===== src/rtl/hazard_pkg.sv =====
// Shared types and constants for the load-use hazard / flush unit.
package hazard_pkg;

  localparam int REG_ADDR_W_DEF = 5;

  localparam logic [REG_ADDR_W_DEF-1:0] REG_X0 = '0;

  typedef enum logic {
    IDLE  = 1'b0,
    STALL = 1'b1
  } hazState_t;

endpackage


===== src/rtl/hazard_cmp.sv =====
// Combinational load-use compare: EX load destination against the ID sources,
// with x0 excluded and each operand qualified by its use flag.
module hazard_cmp
  import hazard_pkg::*;
#(
  parameter int REG_ADDR_W = REG_ADDR_W_DEF
) (
  input  logic                  memRead,
  input  logic [REG_ADDR_W-1:0] rd,
  input  logic [REG_ADDR_W-1:0] rs1,
  input  logic [REG_ADDR_W-1:0] rs2,
  input  logic                  usesRs1,
  input  logic                  usesRs2,
  output logic                  hazard
);

  logic rdValid;
  logic hitRs1;
  logic hitRs2;

  assign rdValid = (rd != REG_ADDR_W'(REG_X0));
  assign hitRs1  = usesRs1 && (rd == rs1);
  assign hitRs2  = usesRs2 && (rd == rs2);
  assign hazard  = memRead && rdValid && (hitRs1 || hitRs2);

endmodule


===== src/rtl/hazard_stall_ctrl.sv =====
// Load-use stall FSM with branch-flush override for the ID stage.
// Optional perf counters (Stall_Cycles, Flush_Events) under HAZARD_PERF_CNT_EN.
module hazard_stall_ctrl
  import hazard_pkg::*;
#(
  parameter int REG_ADDR_W   = REG_ADDR_W_DEF,
  parameter int LOAD_LATENCY = 1,
  parameter int CNT_W        = 32
) (
  input  logic                  clk,
  input  logic                  reset,
  input  logic [REG_ADDR_W-1:0] ID_EX_RegisterRd,
  input  logic                  ID_EX_MemRead,
  input  logic [REG_ADDR_W-1:0] IF_ID_RegisterRs1,
  input  logic [REG_ADDR_W-1:0] IF_ID_RegisterRs2,
  input  logic                  IF_ID_UsesRs1,
  input  logic                  IF_ID_UsesRs2,
  input  logic                  EX_BranchTaken,
  output logic                  PC_Write,
  output logic                  IFID_Write,
  output logic                  MUX_Write,
  output logic                  IFID_Flush,
  output logic                  IDEX_Flush
`ifdef HAZARD_PERF_CNT_EN
  ,
  output logic [CNT_W-1:0]      Stall_Cycles,
  output logic [CNT_W-1:0]      Flush_Events
`endif
);

  localparam int CW = $clog2(LOAD_LATENCY + 1);

  if (LOAD_LATENCY < 1 || CNT_W < 1) begin : gBadParam
    $error("hazard_stall_ctrl: LOAD_LATENCY and CNT_W must be >= 1");
  end

  hazState_t     state, stateNext;
  logic [CW-1:0] cnt, cntNext;
  logic          hazard;
  logic          writeEn;

  hazard_cmp #(
    .REG_ADDR_W(REG_ADDR_W)
  ) uCmp (
    .memRead (ID_EX_MemRead),
    .rd      (ID_EX_RegisterRd),
    .rs1     (IF_ID_RegisterRs1),
    .rs2     (IF_ID_RegisterRs2),
    .usesRs1 (IF_ID_UsesRs1),
    .usesRs2 (IF_ID_UsesRs2),
    .hazard  (hazard)
  );

  always_ff @(posedge clk) begin
    if (reset) begin
      state <= IDLE;
      cnt   <= '0;
    end else begin
      state <= stateNext;
      cnt   <= cntNext;
    end
  end

  // The first stall cycle is spent in IDLE, so STALL covers the remaining LOAD_LATENCY-1.
  always_comb begin
    stateNext  = state;
    cntNext    = cnt;
    writeEn    = 1'b1;
    IFID_Flush = 1'b0;
    IDEX_Flush = 1'b0;
    if (reset) begin
      stateNext = IDLE;
      cntNext   = '0;
    end else if (EX_BranchTaken) begin
      IFID_Flush = 1'b1;
      IDEX_Flush = 1'b1;
      stateNext  = IDLE;
      cntNext    = '0;
    end else begin
      unique case (state)
        IDLE: begin
          if (hazard) begin
            writeEn = 1'b0;
            if (LOAD_LATENCY > 1) begin
              stateNext = STALL;
              cntNext   = CW'(LOAD_LATENCY - 1);
            end
          end
        end
        STALL: begin
          writeEn = 1'b0;
          cntNext = cnt - CW'(1);
          if (cnt == CW'(1)) begin
            stateNext = IDLE;
          end
        end
        default: stateNext = IDLE;
      endcase
    end
  end

  assign PC_Write   = writeEn;
  assign IFID_Write = writeEn;
  assign MUX_Write  = writeEn;

`ifdef HAZARD_PERF_CNT_EN
  always_ff @(posedge clk) begin
    if (reset) begin
      Stall_Cycles <= '0;
      Flush_Events <= '0;
    end else begin
      if (!PC_Write) Stall_Cycles <= Stall_Cycles + CNT_W'(1);
      if (IFID_Flush) Flush_Events <= Flush_Events + CNT_W'(1);
    end
  end
`endif

endmodule


===== config.mk =====
export PLATFORM = sky130hd
export DESIGN_NAME = hazard_stall_ctrl
export DESIGN_NICKNAME = d
export VERILOG_FILES = /design/src/rtl/hazard_pkg.sv /design/src/rtl/hazard_cmp.sv /design/src/rtl/hazard_stall_ctrl.sv
export SDC_FILE = /design/constraint.sdc
export NUM_CORES = 1
export LEC_CHECK = 0
export ABC_CLOCK_PERIOD_IN_PS = 3900
export CORE_AREA = 2 2 39 41
export DETAILED_ROUTE_END_ITERATION = 12
export DIE_AREA = 0 0 41 43
export MAX_ROUTING_LAYER = met4
export PLACE_DENSITY_LB_ADDON = 0.12
export SLEW_MARGIN = 5
export SYNTH_ARGS = -nofsm -noshare
export SYNTH_HDL_FRONTEND = slang
export SYNTH_SLANG_ARGS = --single-unit

===== constraint.sdc =====
create_clock -name clk -period 3.9 [get_ports clk]
set_clock_uncertainty 0.05 [all_clocks]
set_input_delay 0.78 -clock clk [delete_from_list [all_inputs] [get_ports clk]]
set_output_delay 0.78 -clock clk [all_outputs]
set_load 0.05 [all_outputs]

==> results.json <==
{
  "status": "complete, no violations",
  "hold_violations": 0,
  "die-area_um2": 1763,
  "max_cap_violations": 0,
  "cts_sinks": 2,
  "overflow": 0,
  "vias": 292,
  "p_per_area_nw_per_um2": 205.6,
  "dpl.cell_count": 66,
  "core_um2": 1384,
  "rows": 14,
  "peakVddDrop_uv": 46.42,
  "post_synth.cell_area_avg_um2": 8.490,
  "seq_area_frac_synth_pct": 16.84,
  "fillerInstances": 137,
  "synth_nets": 49,
  "grtUsageTotal_pct": 8.393,
  "start_util_pct": 17.18,
  "start_kind": "input pin",
  "cts_buffer_depth": 2,
  "die_x_um": 41,
  "yosysTopAreaCell": "xnor2_1",
  "maxSlewViolCount": 0,
  "drc": 0,
  "tightestPinTransition_ns": 0.4901,
  "ctsHoldBuffers": 0,
  "yosys_warnings": 0,
  "path_max_fanout": 3,
  "numCtsBuffers": 3,
  "gp_congestion": 0.7209,
  "rsz0062_at_grt": "no",
  "fin_setup_tns_ns": 0,
  "synth_area_leaders": "xnor2_1 41%, dfxtp_1 17%, buf_4 9.5%",
  "grt_antenna_before_repair": 0,
  "setup_violations": 0,
  "crit_required_ns": 3.07,
  "finalCritPeriodShare_pct": 85.29,
  "initialDrtViolationCount": 3,
  "nNetsFinal": 76,
  "path_cells": "clkdlybuf4s50_1, or3_1, o311a_1, a22oi_2, buf_12",
  "critPathMaxStageDelay_ns": 0.46,
  "die_h_um": 43,
  "routed_wl_um": 633,
  "postCtsSetupBuffers": 0,
  "tritoncts": "built",
  "portBuffers": 25,
  "cts_root_buf": "clkbuf_4",
  "synth-seq-cells": 2,
  "clkLatencyLatePin_ns": 0.22,
  "io_pins": 26,
  "endpoint_kind": "output pin",
  "fmax_mhz": 300.6,
  "hp-class": "flip-flop to flip-flop",
  "cts.clk_slew.worst_paths_ns": 0.03,
  "grt_max_degree": 5,
  "critPathKind": "input pin to output pin",
  "grt_pass1_vias": 286,
  "arrival_ns": 2.50,
  "ys_types": 13,
  "netlist_area_um2": 237.7,
  "regArea_um2": 40.04,
  "drive_gt1_share_pct": 13.21,
  "synth_top_area_share_pct": 40.53,
  "h-tree-depth": 1,
  "n_antenna_cell": 0,
  "routedWlPerCell_um": 9.174,
  "hpwl_um": 561.3,
  "fin_crit_ns": 3.326,
  "grt_pass1_wl_um": 993,
  "worst_path_max_delay_cell": "clkdlybuf4s50_1",
  "firstDrtPassIters": 2,
  "drt.antenna.violating_nets": 0,
  "final_cells": 69,
  "cts_resized": 0,
  "multi_input_area_um2": 175.2,
  "synthCells": 28,
  "final_core_util_pct": 38.88,
  "p_leak_nw": 0.1852,
  "max-slew-margin-rel_pct": 67.22,
  "vias_per_cell": 4.232,
  "synthToLayoutAreaGrowth_pct": 126.3
}
==> where the power goes <==
group	internal (mW)	switching [mW]
Combinational	0.0283	0.0160
Clock	0.0340	0.0118
Sequential	0.0206	0
==> per-layer routing <==
layer  wire length [µm]  vias up  GRT usage, %
met5                  0        -             -
met4                  0        0         8.000
met3                 43        0             0
met2                367       14         14.37
met1                222      131         7.595
li1                   -      147             -
==> cell usage in the layout (no fill, tap or decap), drive strengths merged <==
cell type       n
or3             1
dfxtp           2
nor3            1
o311a           1
xnor2          11
nand4           2
clkbuf          3
nand2           2
clkdlybuf4s50  22
nor2b           1
nor4b           1
a22oi           1
buf             3
o22ai           1
nor2            1
==> final timing paths <==
| kind | startpoint | end | slack (ns) | cells after the start |
|---|---|---|---|---|
| max | ID_EX_RegisterRd[0] | PC_Write | 0.57 | 5 |
| min | cnt | state | 0.39 | 1 |
| min reg2reg | cnt | state | 0.39 | 1 |
| max reg2reg | state | state | 3.14 | 1 |
==> kinds of logic (layout without fill, tap and decap cells) <==
| logic type | count (synthesis) | count (layout) | share of synthesized area [%] |
|---|---|---|---|
| buf+inv | 3 | 28 | 9.473 |
| simple gates | 9 | 9 | 21.05 |
| xor+xnor | 11 | 11 | 40.53 |
| flops | 2 | 2 | 16.84 |
| compound gates | 3 | 3 | 12.11 |
==> metrics by stage <==
stage,worst slack (ns),total power [mW],instance area (µm²),hold WS (ns)
after floorplan,0.7724,0.03879,237.7,0.3676
after global placement,0.5778,0.06520,515.5,0.3810
after detailed placement,0.5512,0.06565,515.5,0.3895
after global routing,0.5160,0.1188,538.0,0.4046
after CTS,0.5531,0.1139,538.0,0.3943
final,0.5736,0.1106,538.0,0.3908
==> final cells by class <==
type	instances	share of cell area [%]
sequential	2	7.442
tap	16	3.721
clock buffer	3	4.186
timing repair buffer	25	52.09
multi-input combinational	23	32.56
==> state kept, by name, summed over array words and instances (netlist names) <==
signal and cells:
cnt 1, state 1
==> synthesized netlist by cell type <==
cell type  number
o311a_1         1
a22oi_2         1
xnor2_1        11
nor3_1          1
buf_4           3
nor2b_1         1
dfxtp_1         2
nor4b_1         1
nand4_1         2
nor2_1          1
o22ai_1         1
nand2_1         2
or3_1           1
==> critical path, delay by kind of cell <==
family                 cells  cell delay (ns)
and+or+nand+nor            1             0.39
buffers and inverters      2             0.65
AOI/OAI and AO/OA          2             0.66
No activity file was read; power rests on OpenSTA's default activity.
